$ cat config.mk
export PLATFORM = sky130hd
export DESIGN_NAME = pri_enc_8x3_sync_flat
export DESIGN_NICKNAME = d
export VERILOG_FILES = /design/src/rtl/pri_enc_pkg.sv /design/src/rtl/pri_enc_8x3_sync_if.sv /design/src/rtl/pri_enc_core.sv /design/src/rtl/pri_enc_8x3_sync.sv /design/src/flat_wrapper.sv
export SDC_FILE = /design/constraint.sdc
export NUM_CORES = 1
export LEC_CHECK = 0
export ABC_AREA = 0
export CAP_MARGIN = 0
export CORE_AREA = 10 10 47 49
export CTS_BUF_LIST = sky130_fd_sc_hd__clkbuf_4 sky130_fd_sc_hd__clkbuf_8
export CTS_CLUSTER_DIAMETER = 200
export CTS_CLUSTER_SIZE = 14
export DETAILED_ROUTE_END_ITERATION = 8
export DIE_AREA = 0 0 57 59
export GPL_TIMING_DRIVEN = 0
export HOLD_SLACK_MARGIN = 0.03
export PLACE_DENSITY_LB_ADDON = 0.08
export RECOVER_POWER = 50
export SYNTH_ARGS = -nofsm -noshare
export SYNTH_HDL_FRONTEND = slang
export SYNTH_SLANG_ARGS = --single-unit
$ cat constraint.sdc
create_clock -name clk -period 0.8 [get_ports clk]
set_input_delay 0.08 -clock clk [delete_from_list [all_inputs] [get_ports clk]]
set_output_delay 0.08 -clock clk [all_outputs]
set_load 0.01 [all_outputs]
$ cat src/rtl/pri_enc_pkg.sv
// Package for the registered 8-to-3 priority encoder.
// Holds the fixed vector widths, the index type and the index reset value.
// Build option: PRI_ENC_MULTI_EN adds the multi-hit flag M to the encoder.
package pri_enc_pkg;

  localparam int PRI_ENC_IN_W  = 8;
  localparam int PRI_ENC_OUT_W = 3;

  typedef logic [PRI_ENC_OUT_W-1:0] pri_idx_t;

  localparam pri_idx_t PRI_IDX_RST = 3'b000;

endpackage

$ cat src/rtl/pri_enc_8x3_sync_if.sv
// Bus interface for pri_enc_8x3_sync.
//   E : encoder enable (master -> slave)
//   D : 8-bit request vector, D[7] highest priority (master -> slave)
//   Y : registered index of highest asserted request (slave -> master)
//   V : registered valid flag (slave -> master)
//   M : registered multi-hit flag, only with PRI_ENC_MULTI_EN (slave -> master)
interface pri_enc_8x3_sync_if;
  import pri_enc_pkg::*;

  logic                    E;
  logic [PRI_ENC_IN_W-1:0] D;
  pri_idx_t                Y;
  logic                    V;
`ifdef PRI_ENC_MULTI_EN
  logic                    M;
`endif

`ifdef PRI_ENC_MULTI_EN
  modport master (output E, output D, input Y, input V, input M);
  modport slave  (input E, input D, output Y, output V, output M);
`else
  modport master (output E, output D, input Y, input V);
  modport slave  (input E, input D, output Y, output V);
`endif

endinterface

$ cat src/rtl/pri_enc_core.sv
// Combinational core of the priority encoder.
//   d    : request vector, bit 7 highest priority
//   idx  : index of the highest set bit (0 when d is empty)
//   hit  : at least one bit of d is set
//   multi: two or more bits of d are set (only with PRI_ENC_MULTI_EN)
module pri_enc_core
  import pri_enc_pkg::*;
(
  input  logic [PRI_ENC_IN_W-1:0] d,
  output pri_idx_t                idx,
  output logic                    hit
`ifdef PRI_ENC_MULTI_EN
  ,
  output logic                    multi
`endif
);

  pri_idx_t idx_s;
  logic     hit_s;

  // Ascending scan: later (higher) set bits overwrite earlier ones, so the
  // highest-numbered request wins.
  always_comb begin
    idx_s = PRI_IDX_RST;
    hit_s = 1'b0;
    for (int i = 0; i < PRI_ENC_IN_W; i++) begin
      if (d[i]) begin
        idx_s = PRI_ENC_OUT_W'(i);
        hit_s = 1'b1;
      end else begin
        idx_s = idx_s;
        hit_s = hit_s;
      end
    end
  end

  assign idx = idx_s;
  assign hit = hit_s;

`ifdef PRI_ENC_MULTI_EN
  logic [3:0] cnt_s;

  // Population count of the request vector for the multi-hit flag.
  always_comb begin
    cnt_s = 4'd0;
    for (int i = 0; i < PRI_ENC_IN_W; i++) begin
      cnt_s = cnt_s + {3'd0, d[i]};
    end
  end

  assign multi = (cnt_s >= 4'd2);
`endif

endmodule

$ cat src/rtl/pri_enc_8x3_sync.sv
// Registered 8-to-3 priority encoder with enable and valid flag.
// Ports:
//   clk : rising-edge clock
//   rst : synchronous active-high reset, overrides enable and data
//   bus : pri_enc_8x3_sync_if.slave (E, D in; Y, V and optional M out)
// Build option: PRI_ENC_MULTI_EN adds the registered multi-hit flag M.
// All outputs come straight from flops; latency is one cycle.
module pri_enc_8x3_sync
  import pri_enc_pkg::*;
(
  input  logic                    clk,
  input  logic                    rst,
  pri_enc_8x3_sync_if.slave       bus
);

  pri_idx_t idx_s;
  logic     hit_s;
  pri_idx_t y_r;
  logic     v_r;

`ifdef PRI_ENC_MULTI_EN
  logic     multi_s;
  logic     m_r;
`endif

  pri_enc_core u_core (
    .d     (bus.D),
    .idx   (idx_s),
    .hit   (hit_s)
`ifdef PRI_ENC_MULTI_EN
    ,
    .multi (multi_s)
`endif
  );

  // Output register stage: reset wins, then enable gating; disabled clears.
  always_ff @(posedge clk) begin
    if (rst) begin
      y_r <= PRI_IDX_RST;
      v_r <= 1'b0;
    end else if (bus.E) begin
      y_r <= idx_s;
      v_r <= hit_s;
    end else begin
      y_r <= PRI_IDX_RST;
      v_r <= 1'b0;
    end
  end

`ifdef PRI_ENC_MULTI_EN
  // Multi-hit register with the same reset and enable behaviour as Y and V.
  always_ff @(posedge clk) begin
    if (rst) begin
      m_r <= 1'b0;
    end else if (bus.E) begin
      m_r <= multi_s;
    end else begin
      m_r <= 1'b0;
    end
  end

  assign bus.M = m_r;
`endif

  assign bus.Y = y_r;
  assign bus.V = v_r;

endmodule

$ cat src/flat_wrapper.sv
// flat-port wrapper written by rule: the top's interface ports become plain ports
module pri_enc_8x3_sync_flat import pri_enc_pkg::*;
  (clk, rst, bus_E, bus_D, bus_Y, bus_V);
  pri_enc_8x3_sync_if bus_i ();
  input  logic clk;
  input  logic rst;
  input wire logic [$bits(bus_i.E)-1:0] bus_E;
  input wire logic [$bits(bus_i.D)-1:0] bus_D;
  output wire logic [$bits(bus_i.Y)-1:0] bus_Y;
  output wire logic [$bits(bus_i.V)-1:0] bus_V;
  assign bus_i.E = bus_E;
  assign bus_i.D = bus_D;
  assign bus_Y = bus_i.Y;
  assign bus_V = bus_i.V;
  pri_enc_8x3_sync u_core (.clk(clk), .rst(rst), .bus(bus_i));
endmodule
## After elaboration in Yosys (flattened, before gate mapping)

Cells that the tools add are included.

- Mux-type cells: 15
- Bitwise operators: 1
- Reductions and logical operators: 1

Operators with widths:

| kind | count |
|---|---|
| two-way mux 3 bit | 6 |
| two-way mux 1 bit | 9 |
| OR reduction 2 bit | 1 |
| inverter 1 bit | 1 |

- Register bits after elaboration: 4
- Input bits: 11
- Output and inout port bits: 4
- Word-level logic and storage cells: 19

## Longest topological paths before layout

Gate-level depths: netlist of run 1.

- Word-level depth: 8
- Depth in mapped cells: 3
- Mapped depth without buffers: 3

## Hierarchy

Synthesis of run 1 repeated with hierarchy kept, for this count alone.

- Cell total of the unflattened synthesis: 20
- Area total of the unflattened synthesis: 172.7 um2

By module, submodules not included:

| module | instances | cells each | area an instance (um2) | sequential area each (um2) |
|---|---|---|---|---|
| pri_enc_8x3_sync | 1 | 8 | 115.1 | 80.1 |
| pri_enc_core | 1 | 12 | 57.6 | 0.0 |

## Worst setup path after synthesis of run 1

Ideal clock, no wire load.

- Path type: input -> register
- Start: in rst
- End: reg u_core.y_r[0], in the netlist u_core.bus.Y[0]
- Setup time: 0.096 ns
- Data arrival time: 0.452 ns
- Data required time: 0.704 ns
- Setup slack: 0.252 ns
- Cell stages on the path: 2
- Path buffers: 0
- Cell sequence: nand2b_4 o41ai_2

- Word-level cells in the longest chain between the ends: 1

RTL lines:

| what | line | source |
|---|---|---|
| from (decl) | flat_wrapper.sv:6 | `input logic rst;` |
| OR reduction 2 bit (no source line) | n/a |  |
| to (signal assigned) | pri_enc_8x3_sync.sv:42 | `y_r <= idx_s;` |
| to (decl) | pri_enc_8x3_sync.sv:18 | `pri_idx_t y_r;` |

Every way passes these cells.
A chain may end at the register's enable or synchronous reset.

## Final worst setup path of run 1

- Start: in bus_D[0]
- End: reg u_core.v_r, in the netlist u_core.bus.V

- Word-level cells in the longest chain between the ends: 8

RTL lines:

| what | line | source |
|---|---|---|
| from (decl) | flat_wrapper.sv:8 | `input wire logic [$bits(bus_i.D)-1:0] bus_D;` |
| two-way mux 1 bit (8 in series) | pri_enc_core.sv:27 | `if (d[i]) begin` |
| to (signal assigned) | pri_enc_8x3_sync.sv:43 | `v_r <= hit_s;` |
| to (decl) | pri_enc_8x3_sync.sv:19 | `logic v_r;` |

Every way passes these cells.

==> out/metrics.cfg, run 1 <==
[min_path]
hold_start = bus_D[4]
hold_class = in -> reg

[sta]
slew_viol_final = 0
rsz0062_at_grt = true
finalCritPeriodShare_pct = 96.2
finalSetupTns_ns = 0
max_freq_mhz = 1300
period_needed_ns = 0.769
relSlewSlack_pct = 84.2
hold_violations = 0
finalSetupViolCount = 0
worst_pin_slew_ns = 0.235

[place]
dp_cells = 47
port_buffers = 14
gp_congestion = 0.692
hpwlAfterDp_um = 469

[layout]
stdcell_count = 51
synthToLayoutAreaGrowth_pct = 106
num_antenna_cells = 0
layout.nets = 48
num-fill-cells = 169
drive_gt1_share_pct = 34.3

[global_route]
grt_pass1_vias = 190
grt-ovfl-total = 0
grtUsageTotal_pct = 3.24
grt_pass1_wl_um = 772
grt_max_degree = 6
antenna_found_initial = 0

[logic_synthesis]
syn_nets = 28
synth.avg_cell_area_um2 = 10.2
synth_area_um2 = 174
postSynthCellCount = 17
yosysSeqAreaShare_pct = 46.0
ys_ff_latch = 4
synth_warnings = 0
synth_cell_types = 12

[cts]
htreeDepth = 1
cts_sinks = 4
clock_tree.buffer_depth = 2
cts_tree = yes
cts_buffers = 3
clk_pin_slew_ns = 0.04
ctsHoldBuffers = 0
root_buffer = clkbuf_4

[die]
fp.dieArea_mm2 = 0.00336
start_util_pct = 12.4
rows = 14
io_pins = 15
die_h_um = 59
fp.coreArea_mm2 = 0.00140
die_w_um = 57

[routing]
ant_nets = 0
drc = 0
drt-wirelength-per-cell_um = 11.7
drt-vias-per-instance = 3.73
firstDrtPassIters = 1
routed_wl_um = 598
drt_iter0_markers = 0
vias = 190

[critical_path]
required_ns = 0.90
cp_data_arrival_time_ns = 0.87
critical_path_buf_inv_count = 1
crit_path_max_incr_delay_ns = 0.42
startpoint = bus_D[0]
worstPathMaxFanout = 1
setup.worst_path.start_class = primary input
cp_slowest_cell = clkdlybuf4s50_1
crit_chain = clkdlybuf4s50_1 > nor4_2 > a31oi_1
endpoint_kind = flop
worstSetupPathType = in -> reg
crit_family = buffers and inverters

[power]
power.leakage_nw = 0.182
vdd_drop_max_mv = 0.264
power.density_mw_per_mm2 = 1590
total_power_mw = 0.569

[job]
drv_cap = 0

[status]
status = finished clean

==> cell usage after synthesis <==
| master | number | share of area, % |
|---|---|---|
| a21oi_1 | 3 | 8.6 |
| inv_1 | 1 | 2.2 |
| nor4_1 | 1 | 3.6 |
| o41ai_2 | 1 | 9.4 |
| nor2b_1 | 1 | 3.6 |
| nor2_1 | 1 | 2.2 |
| nand2b_4 | 1 | 7.9 |
| nor2_2 | 1 | 3.6 |
| a31oi_1 | 1 | 3.6 |
| o21bai_2 | 1 | 6.5 |
| dfxtp_1 | 4 | 46 |
| o21ai_1 | 1 | 2.9 |
==> registers in the layout (all words and copies together), names as in the netlist <==
name	cells
u_core.bus.Y	3
u_core.bus.V	1
==> cell usage in the layout, fill, tap and decap left out <==
cell	count
clkbuf_4	3
inv_1	1
nor4_2	1
clkbuf_2	2
dlygate4sd2_1	1
o41ai_2	1
clkdlybuf4s50_1	5
buf_2	1
buf_4	1
dlymetal6s2s_1	4
a31oi_1	1
nand2b_4	1
nor2b_1	1
clkbuf_1	1
nor2_1	1
o21ai_1	1
nor2_2	1
dfxtp_1	4
o21bai_2	1
a21oi_1	3
==> what timing repair did <==
action                                  in CTS  in global routing
pin swaps                                    1                  3
buffers inserted                             0                  1
endpoints found under the setup margin       6                  3
gates resized for setup                     17                  5
==> final cells by class <==
| cell class | count | area [um^2] | area share (%) |
|---|---|---|---|
| inverter | 1 | 3.75 | 1.05 |
| sequential | 4 | 80.1 | 22.4 |
| clock buffer | 3 | 22.5 | 6.29 |
| timing repair buffer | 15 | 135 | 37.8 |
| multi-input combinational | 12 | 96.3 | 26.9 |
| tap | 16 | 20.0 | 5.59 |
==> stage by stage <==
step | hold WS, ns | setup slack, ns | utilization [%] | cell area, um^2
floorplan | 0.181 | 0.252 | - | 174
detailed placement | 0.737 | -0.267 | 23.8 | 334
global placement | 0.730 | -0.251 | 23.8 | 334
global route | 0.151 | -0.0341 | 25.5 | 358
finish | 0.134 | 0.0306 | 25.5 | 358
CTS | 0.318 | -0.00329 | 23.9 | 335
==> cells by family (layout without fill, tap and decap cells) <==
family	count (synthesis)	after routing	synth area share [%]
buf+inv	1	19	2.16
simple gates	5	5	20.9
compound gates	7	7	30.9
flops	4	4	46.0
==> where the power goes <==
part	switching (mW)	internal, mW	total, mW	leakage [nW]
registers	0.00219	0.212	0.214	0.0332
logic	0.0459	0.0656	0.112	0.135
clock network	0.0758	0.167	0.243	0.0138
==> final timing paths <==
kind                                endpoint  slack [ns]  depth (start not counted)
hold / removal    u_core.bus.Y[0]$_SDFF_PP0_        0.13                          2
setup / recovery     u_core.bus.V$_SDFF_PP0_        0.03                          3
==> per-layer routing <==
layer  part of all wire [%]  track usage (%)  vias up
met5                      0                0        -
met4                      0             3.02        0
met3                     15             3.22        0
met2                     50             4.03        9
met1                     35             2.98       83
li1                       -                -       98
Note: power is estimated with default switching activity, not from simulation.
==> run 2: changes to the inputs <==
- ABC_CLOCK_PERIOD_IN_PS: unset -> 800
==> results of run 2 <==
No change in the layout: final DEF, timing and power equal those of run 1.
==> run 3: changes to the inputs <==
- CTS_BUF_LIST: sky130_fd_sc_hd__clkbuf_4 sky130_fd_sc_hd__clkbuf_8 -> sky130_fd_sc_hd__clkbuf_16
==> out/metrics.cfg, run 3 (same netlist as run 1, synthesis figures left out) <==
[sta]
period_needed_ns = 0.774  ; +0.00418 ns
relSlewSlack_pct = 83.9  ; -0.29 points
hold_violations = 0  ; unchanged
slew_viol_final = 0  ; unchanged
finalSetupViolCount = 0  ; unchanged
rsz0062_at_grt = false
finalSetupTns_ns = 0  ; unchanged
finalCritPeriodShare_pct = 96.7  ; +0.52 points
max_freq_mhz = 1290  ; -0.54%
worst_pin_slew_ns = 0.239  ; +0.00427 ns

[global_route]
grt-ovfl-total = 0  ; unchanged
grt_max_degree = 6  ; unchanged
grtUsageTotal_pct = 3.98  ; +0.74 points
antenna_found_initial = 0  ; unchanged
grt_pass1_vias = 219  ; +15%
grt_pass1_wl_um = 945  ; +22%

[critical_path]
endpoint_kind = flop
worstPathMaxFanout = 5  ; +4
cp_data_arrival_time_ns = 0.88  ; about the same
worstSetupPathType = in -> reg
setup.worst_path.start_class = primary input
required_ns = 0.90  ; about the same

[cts]
root_buffer = clkbuf_16
clk_pin_slew_ns = 0.03  ; about the same
cts_buffers = 3  ; unchanged
ctsHoldBuffers = 0  ; unchanged
clock_tree.buffer_depth = 2  ; unchanged
cts_tree = yes
cts_sinks = 4  ; unchanged
htreeDepth = 1  ; unchanged
cts_setup_buffers = 0  ; unchanged

[die]
start_util_pct = 12.4  ; unchanged
io_pins = 15  ; unchanged
die_w_um = 57  ; unchanged
fp.coreArea_mm2 = 0.00140  ; unchanged
fp.dieArea_mm2 = 0.00336  ; unchanged
die_h_um = 59  ; unchanged
rows = 14  ; unchanged

[min_path]
hold_depth = 2  ; unchanged
hold_class = in -> reg

[routing]
drc = 0  ; unchanged
routed_wl_um = 616  ; +3.0%
drt-wirelength-per-cell_um = 12.3  ; +5.1%
firstDrtPassIters = 2  ; +1
drt_iter0_markers = 4  ; +4
vias = 192  ; +1.1%
ant_nets = 0  ; unchanged
drt-vias-per-instance = 3.84  ; +3.1%

[power]
power.leakage_nw = 0.186  ; +1.9%
vdd_drop_max_mv = 0.551  ; +110%
power.density_mw_per_mm2 = 2750  ; +73%

[place]
gp_congestion = 0.692  ; unchanged
dp_cells = 47  ; unchanged
hpwlAfterDp_um = 469  ; unchanged
port_buffers = 14  ; unchanged

[job]
drv_cap = 0  ; unchanged

[layout]
stdcell_count = 50  ; -2.0%
num-fill-cells = 163  ; -3.6%
largest_reg_flops = 3  ; unchanged
layout.nets = 47  ; -2.1%
postLayoutCoreUtil_pct = 28.4  ; +2.9 points
final_common_cell = clkdlybuf4s50_1
num_antenna_cells = 0  ; unchanged
synthToLayoutAreaGrowth_pct = 129
seq_area_um2 = 80.1  ; unchanged
multiInputGateArea_um2 = 98.8  ; +2.6%
drive_gt1_share_pct = 35.3  ; +1.0 points
mostFrequentLayoutCells = clkdlybuf4s50_1, dfxtp_1, a21oi_1, clkbuf_16, dlygate4sd2_1

[status]
status = finished clean

run 3: cell count changes in the layout (fill, tap and decap cells not counted), sizes merged:
| cell | previous run | this run |
|---|---|---|
| dlygate4sd2 | 1 | 3 |
| clkbuf | 6 | 5 |
| dlymetal6s2s | 4 | 2 |
run 3: per-layer routing:
metal	routed length, um	part of all wire [%]	GRT usage (%)
met4	4	0.65	4.03
met3	79	13	3.65
met5	0	0	0
met2	305	50	5.43
met1	226	37	3.33
run 3: critical path: stages:
cell,delay [ns]
clkdlybuf4s50_1,0.45
nand2b_4,0.14
o21bai_2,0.12
o41ai_2,0.08
run 3: cell type report:
cell class | count | area share [%]
Multi-Input combinational cell | 12 | 24.8
Timing Repair Buffer | 14 | 30.2
Clock buffer | 3 | 18.9
Tap cell | 16 | 5.03
Inverter | 1 | 0.943
Sequential cell | 4 | 20.1
run 3: report_power, final:
| group | internal, mW | switching [mW] | total (mW) | leakage (nW) |
|---|---|---|---|---|
| combinational | 0.0611 | 0.0460 | 0.107 | 0.115 |
| sequential | 0.213 | 0.00234 | 0.215 | 0.0332 |
| clock | 0.638 | 0.134 | 0.771 | 0.0370 |
run 3: worst paths after layout:
kind | startpoint | endpoint | slack, ns
max | rst | u_core.bus.Y[0]$_SDFF_PP0_ | 0.03
min | bus_D[6] | u_core.bus.Y[0]$_SDFF_PP0_ | 0.16
run 3: metrics by stage:
stage / power [mW] / instance area (um^2) / hold WS (ns) / setup WS [ns]
2_1_floorplan: 0.254 / 174 / 0.181 / 0.252
3_3_place_gp: 0.339 / 334 / 0.730 / -0.251
3_5_place_dp: 0.340 / 334 / 0.737 / -0.267
4_1_cts: 1.11 / 392 / 0.333 / 0.00606
5_1_grt: 1.13 / 398 / 0.172 / 0.000490
6_report: 1.09 / 398 / 0.159 / 0.0264
run 3: repair_timing:
item / CTS / global route
setup endpoints to repair: 6 / 4
resized for setup: 20 / 3
pin swaps: 2 / 2
hold endpoints to repair: 0 / 0
